<file path="config.mk">
export PLATFORM = sky130hd
export DESIGN_NAME = cn_msg_gen_flat
export DESIGN_NICKNAME = d
export VERILOG_FILES = /design/src/rtl/cn_msg_gen_if.sv /design/src/rtl/cn_msg_gen.sv /design/src/flat_wrapper.sv
export SDC_FILE = /design/constraint.sdc
export NUM_CORES = 1
export LEC_CHECK = 0
export BUFFER_PORTS_ARGS = -buffer_cell sky130_fd_sc_hd__buf_2
export CORE_UTILIZATION = 50
export DETAILED_ROUTE_END_ITERATION = 12
export PLACE_DENSITY = 0.72
export SETUP_SLACK_MARGIN = 0.02
export SLEW_MARGIN = 10
export SYNTH_ARGS = -nofsm -noshare
export SYNTH_HDL_FRONTEND = slang
export SYNTH_SLANG_ARGS = --single-unit
</file>
<file path="constraint.sdc">
create_clock -name clk -period 5.1 [get_ports clk]
set_clock_uncertainty 0.15 [all_clocks]
set_input_delay 0.255 -clock clk [delete_from_list [all_inputs] [get_ports clk]]
set_output_delay 0.255 -clock clk [all_outputs]
set_load 0.02 [all_outputs]
</file>
<file path="src/rtl/cn_msg_gen_if.sv">
// Handshake bundle between the CNU, the message generator and the VNU path.
// slave is the generator's view; master is the view of whatever drives it.
interface cn_msg_gen_if #(
  parameter int BITS        = 8,
  parameter int dmax        = 10,
  parameter int INPUTS_BITS = $clog2(dmax)
);
  logic                   in_valid;
  logic                   in_ready;
  logic [BITS-1:0]        min1;
  logic [BITS-1:0]        min2;
  logic [INPUTS_BITS-1:0] idx_min;
  logic [dmax-1:0]        sign_bits;
  logic [INPUTS_BITS:0]   deg;
  logic                   out_valid;
  logic                   out_ready;
  logic [BITS-1:0]        out_msg;
  logic [INPUTS_BITS-1:0] out_edge;
  logic                   out_last;

  modport slave (
    input  in_valid, min1, min2, idx_min,
    input  sign_bits, deg, out_ready,
    output in_ready, out_valid, out_msg,
    output out_edge, out_last
  );

  modport master (
    output in_valid, min1, min2, idx_min,
    output sign_bits, deg, out_ready,
    input  in_ready, out_valid, out_msg,
    input  out_edge, out_last
  );
endinterface

</file>
<file path="src/rtl/cn_msg_gen.sv">
// Check-to-variable message generator: expands a compressed CNU record
// into one offset-min-sum message per edge, one edge per cycle.
module cn_msg_gen #(
  parameter int BITS        = 8,
  parameter int dmax        = 10,
  parameter int INPUTS_BITS = $clog2(dmax),
  parameter int OFFSET      = 1,
  parameter int DEPTH       = 2
) (
  input logic        clk,
  input logic        rst,
  cn_msg_gen_if.slave bus
);
  localparam int MAX = 2**(BITS-1)-1;
  localparam int PW  = (DEPTH > 1) ? $clog2(DEPTH) : 1;
  localparam int CW  = $clog2(DEPTH+1);
  localparam int DW  = INPUTS_BITS+1;

  localparam logic [DW-1:0] DEG_MAX = DW'(dmax);
  localparam logic [DW-1:0] DEG_ONE = DW'(1);

  typedef struct packed {
    logic [BITS-1:0]        min1;
    logic [BITS-1:0]        min2;
    logic [INPUTS_BITS-1:0] idx;
    logic [dmax-1:0]        sign;
    logic [DW-1:0]          deg;
  } rec_t;

  typedef enum logic {IDLE, EMIT} state_t;

  state_t                 state;
  rec_t                   mem [DEPTH];
  rec_t                   wrk;
  rec_t                   inrec;
  logic [PW-1:0]          wp;
  logic [PW-1:0]          rp;
  logic [CW-1:0]          count;
  logic [INPUTS_BITS-1:0] ecnt;

  logic push;
  logic pop;
  logic nonempty;
  logic last;
  logic emit;

  function automatic logic [PW-1:0] nxt(input logic [PW-1:0] p);
    return (p == PW'(DEPTH-1)) ? '0 : p + PW'(1);
  endfunction

  assign nonempty    = (count != '0);
  assign bus.in_ready = (count < CW'(DEPTH));
  assign push        = bus.in_valid && bus.in_ready;
  assign last        = ({1'b0, ecnt} == wrk.deg - DEG_ONE);
  assign emit        = (state == EMIT);
  assign pop         = nonempty &&
                       (!emit || (bus.out_ready && last));

  always_comb begin
    inrec      = '0;
    inrec.min1 = bus.min1;
    inrec.min2 = bus.min2;
    inrec.idx  = bus.idx_min;
    inrec.sign = bus.sign_bits;
    inrec.deg  = bus.deg;
    if (bus.deg == '0 || bus.deg > DEG_MAX)
      inrec.deg = DEG_MAX;
  end

  always_ff @(posedge clk) begin
    if (push) mem[wp] <= inrec;
  end

  always_ff @(posedge clk or posedge rst) begin
    if (rst) begin
      state <= IDLE;
      wrk   <= '0;
      wp    <= '0;
      rp    <= '0;
      count <= '0;
      ecnt  <= '0;
    end else begin
      if (push) wp <= nxt(wp);
      if (pop) begin
        wrk  <= mem[rp];
        rp   <= nxt(rp);
        ecnt <= '0;
      end
      unique case ({push, pop})
        2'b10:   count <= count + CW'(1);
        2'b01:   count <= count - CW'(1);
        default: count <= count;
      endcase
      unique case (state)
        IDLE: if (nonempty) state <= EMIT;
        EMIT: begin
          if (bus.out_ready) begin
            if (!last)
              ecnt <= ecnt + INPUTS_BITS'(1);
            else if (!nonempty)
              state <= IDLE;
          end
        end
        default: state <= IDLE;
      endcase
    end
  end

  logic                   tsign;
  logic                   sb;
  logic                   sgn;
  logic [BITS-1:0]        mag;
  logic signed [BITS:0]   diff;
  logic [BITS-1:0]        magc;
  logic [BITS-1:0]        msg;

  // Only edges below deg contribute to the row parity.
  always_comb begin
    tsign = 1'b0;
    sb    = 1'b0;
    for (int j = 0; j < dmax; j++) begin
      if (j < int'(wrk.deg)) tsign = tsign ^ wrk.sign[j];
      if (j == int'(ecnt))   sb    = wrk.sign[j];
    end
    sgn  = tsign ^ sb;
    mag  = (ecnt == wrk.idx) ? wrk.min2 : wrk.min1;
    diff = $signed({mag[BITS-1], mag}) - $signed((BITS+1)'(OFFSET));
    if (diff < 0)
      magc = '0;
    else if (diff > $signed((BITS+1)'(MAX)))
      magc = BITS'(MAX);
    else
      magc = diff[BITS-1:0];
    msg = sgn ? -magc : magc;
  end

  assign bus.out_valid = emit;
  assign bus.out_msg   = emit ? msg : '0;
  assign bus.out_edge  = emit ? ecnt : '0;
  assign bus.out_last  = emit && last;
endmodule

</file>
<file path="src/flat_wrapper.sv">
// flat-port wrapper written by rule: the top's interface ports become plain ports
module cn_msg_gen_flat 
#(
  parameter int BITS        = 8,
  parameter int dmax        = 10,
  parameter int INPUTS_BITS = $clog2(dmax),
  parameter int OFFSET      = 1,
  parameter int DEPTH       = 2
)
  (clk, rst, bus_in_valid, bus_min1, bus_min2, bus_idx_min, bus_sign_bits, bus_deg, bus_out_ready, bus_in_ready, bus_out_valid, bus_out_msg, bus_out_edge, bus_out_last);
  cn_msg_gen_if #(.BITS(BITS), .dmax(dmax), .INPUTS_BITS(INPUTS_BITS)) bus_i ();
  input logic clk;
  input logic rst;
  input wire logic [$bits(bus_i.in_valid)-1:0] bus_in_valid;
  input wire logic [$bits(bus_i.min1)-1:0] bus_min1;
  input wire logic [$bits(bus_i.min2)-1:0] bus_min2;
  input wire logic [$bits(bus_i.idx_min)-1:0] bus_idx_min;
  input wire logic [$bits(bus_i.sign_bits)-1:0] bus_sign_bits;
  input wire logic [$bits(bus_i.deg)-1:0] bus_deg;
  input wire logic [$bits(bus_i.out_ready)-1:0] bus_out_ready;
  output wire logic [$bits(bus_i.in_ready)-1:0] bus_in_ready;
  output wire logic [$bits(bus_i.out_valid)-1:0] bus_out_valid;
  output wire logic [$bits(bus_i.out_msg)-1:0] bus_out_msg;
  output wire logic [$bits(bus_i.out_edge)-1:0] bus_out_edge;
  output wire logic [$bits(bus_i.out_last)-1:0] bus_out_last;
  assign bus_i.in_valid = bus_in_valid;
  assign bus_i.min1 = bus_min1;
  assign bus_i.min2 = bus_min2;
  assign bus_i.idx_min = bus_idx_min;
  assign bus_i.sign_bits = bus_sign_bits;
  assign bus_i.deg = bus_deg;
  assign bus_i.out_ready = bus_out_ready;
  assign bus_in_ready = bus_i.in_ready;
  assign bus_out_valid = bus_i.out_valid;
  assign bus_out_msg = bus_i.out_msg;
  assign bus_out_edge = bus_i.out_edge;
  assign bus_out_last = bus_i.out_last;
  cn_msg_gen #(.BITS(BITS), .dmax(dmax), .INPUTS_BITS(INPUTS_BITS), .OFFSET(OFFSET), .DEPTH(DEPTH)) u_core (.clk(clk), .rst(rst), .bus(bus_i));
endmodule
</file>
==> flow_summary.toml <==
[synth]
synth_area_um2 = 5390
async_flop_share = 0.386
yosys_warnings = 0
ys_ff_latch = 114
synth_ff_type = "edfxtp_1"
synth_edf_count = 70
ys_seq_area_frac = 0.595
ys_types = 56
synthCells = 440
synth.avg_cell_area_um2 = 12.2

[clocking]
hold_buffers = 40
ctsRootBufferMaster = "clkbuf_8"
clkSinkCount = 114
max-clock-path-buffers = 2
cts_tree = "built"
path_clk_slew_ns = 0.06
cts_setup_buffers = 0
cts_buffers = 17
clock_latency_ns = 0.52
h-tree-depth = 4
cts_resized = 0

[power]
irDropWorstVdd_uv = 202
leakagePower_nw = 2.74
p_per_area_nw_per_um2 = 369
p_total_mw = 2.49

[global_route]
grt_first_pass_wirelength_um = 17900
antenna_found_initial = 0
grt_max_degree = 48
grt_overflow = 0
grt_pass1_vias = 3501
grt.total_usage = 0.214

[setup_path]
worstSetupStartpoint = "u_core.ecnt[2]"
setup.worst_path.start_class = "flip-flop"
end_kind = "output port"
cpPeakStageDelay_ns = 0.51
rr_worst_depth = 9
cp_top_family = "multiplexers"
endpoint = "bus_out_msg[6]"
cp_max_fo = 14
critPathSlowestCell = "dfrtp_1"
cp.buffers_inverters = 4
worstPathRequired_ns = 4.70
r2r_setup_slack_ns = 1.71
r2r_start = "u_core.wrk[0]"
r2r_end = "u_core.ecnt[0]"
crit_type = "reg2out"
worstPathCellList = "xnor2_1 -> nand4_1 -> buf_4 -> mux2_2 -> inv_1 -> ha_1 -> nor3b_1 -> a21oi_1 -> mux2i_1 -> a21oi_1 -> inv_1 -> ha_1 -> nand2_1 -> o21bai_1 -> mux2i_1 -> buf_2"
path_depth = 16
arrival_ns = 4.36

[floorplan]
die_h_um = 106
start_util = 0.519
ios = 54
floorplan.die_area_um2 = 11200
core_um2 = 10400
die_w_um = 106
rows = 37

[sta]
maxSlewViolCount = 0
period_needed_ns = 4.76
max_slew_margin = 0.290
fmax_mhz = 210
worst_pin_slew_ns = 1.06
tns_ns = 0
rsz0062_at_grt = "false"
fin_crit_sh = 0.933
finalHoldViolations = 0
setup-violations-final = 0

[final_layout]
fin_nets = 580
drive_above_1_share = 0.185
final_area_um2 = 6760
syn2layout_area_growth_pct = 25.4
insertedDiodeCount = 0

[routing]
vias = 3628
dr.pass1.iters = 4
drtAntennaViolNets = 0
wirelength_um = 10800
drcViolationCount = 0
first_iter_violations = 271
vias_per_cell = 5.33
wl_per_cell_um = 15.8

[min_path]
hp-class = "in2async"

[place]
gp_congestion = 0.824
port_buffers = 53
post-dp-hpwl_um = 6840
placed_area_um2 = 5740

[job]
cap_violations = 0

[run_status]
status = "finished, final reports clean"
[Yosys cell counts (2+ instances only)]
master     n  area, um2
dfrtp_1   44       1100
a211o_1    2       17.5
a311oi_1   3       26.3
o211ai_1   3       22.5
nor3b_1    3       22.5
nor4b_1    2       17.5
or3_1      4       25.0
ha_1       9        113
o21ai_0   12       60.1
edfxtp_1  70       2100
o311ai_0   2       17.5
buf_6      3       33.8
mux2i_1   44        440
nor2b_1    3       18.8
nand2_1   16       60.1
xor2_1     9       78.8
buf_2     11       55.1
nand3b_1   2       15.0
nor3_1     6       30.0
inv_1     16       60.1
clkbuf_1  11       41.3
xnor3_1    2       45.0
o31a_1     4       35.0
o31ai_1    4       30.0
nor2_1    49        184
and2_1     7       43.8
and3_1     3       18.8
nor4_1     3       18.8
or4_1      2       15.0
xnor2_1   14        123
mux2_2     3       33.8
a21oi_1   45        225
nand3_1    6       30.0
[cells in the final DEF (no fill, tap or decap), drive strengths merged, types with 13 or more instances in the layout]
| cell type | synthesis | routed |
|---|---|---|
| edfxtp | 70 | 70 |
| inv | 16 | 19 |
| a21oi | 45 | 45 |
| o21ai | 13 | 13 |
| dlygate4sd3 | 0 | 40 |
| mux2i | 44 | 44 |
| dfrtp | 44 | 44 |
| buf | 14 | 57 |
| clkbuf | 11 | 17 |
| nand2 | 16 | 16 |
| xnor2 | 14 | 14 |
| nor2 | 49 | 49 |
[report_power, final]
group          switching, mW  total (mW)  internal, mW
clock network          0.430        1.23         0.796
registers             0.0335        1.03         0.994
logic                  0.121       0.240         0.119
[worst min-delay path by stage]
stage,from,end,slack [ns],cells after the start
final,rst,u_core.wrk[23],0.28,4
after global routing,bus_sign_bits[9],u_core.mem[0][14],0.29,2
after CTS,rst,u_core.wrk[23],0.29,4
after detailed placement,rst,u_core.wrk[23],0.29,3
after global placement,rst,u_core.count[1],0.28,3
after floorplan,bus_sign_bits[5],u_core.mem[0][10],0.20,0
[layout make-up]
cell class / count / area, um2
Fill cell: 804 / 3610
Multi-Input combinational cell: 286 / 2010
Clock buffer: 17 / 414
Tap cell: 136 / 170
Inverter: 16 / 60.1
Clock inverter: 15 / 205
Sequential cell: 114 / 3200
Timing Repair Buffer: 97 / 696
[registers in the layout, summed over array words and instances, names as in the netlist]
signal                flops
u_core.rp                 1
u_core.mem               70
u_core.wrk               35
u_core.bus.out_valid      1
u_core.count              2
u_core.ecnt               4
u_core.wp                 1
[worst min-delay path, stage by stage]
cell,delay (ns)
dlygate4sd3_1,0.53
buf_2,0.12
inv_1,0.04
buf_4,0.47
[per-layer routing]
layer | vias to the layer above | global-route usage | part of all wire
met1 | 1737 | 0.297 | 0.49
met4 | 0 | 0.0764 | 0.013
met2 | 81 | 0.324 | 0.46
met5 | - | 0 | 0
met3 | 13 | 0.0569 | 0.035
li1 | 1797 | - | -
[cell families (layout without fill, tap and decap cells)]
group,Yosys count,in the layout,synth area share
compound gates,91,91,0.112
flops,114,114,0.595
fa+ha+maj,9,9,0.0209
mux,47,47,0.0880
xor+xnor,25,25,0.0458
buf+inv,41,145,0.0353
other cells,1,2,0.000696
simple gates,112,112,0.102
[through the flow]
| step | utilization | std cells | hold WS [ns] | setup slack (ns) |
|---|---|---|---|---|
| after floorplan | - | 441 | 0.204 | 1.05 |
| after global placement | 0.553 | 609 | 0.284 | 1.05 |
| after detailed placement | 0.553 | 609 | 0.293 | 0.933 |
| after CTS | 0.651 | 681 | 0.287 | 0.366 |
| after global routing | 0.651 | 681 | 0.287 | 0.0223 |
| final | 0.651 | 681 | 0.276 | 0.340 |
Note: power is estimated with default switching activity, not from simulation.
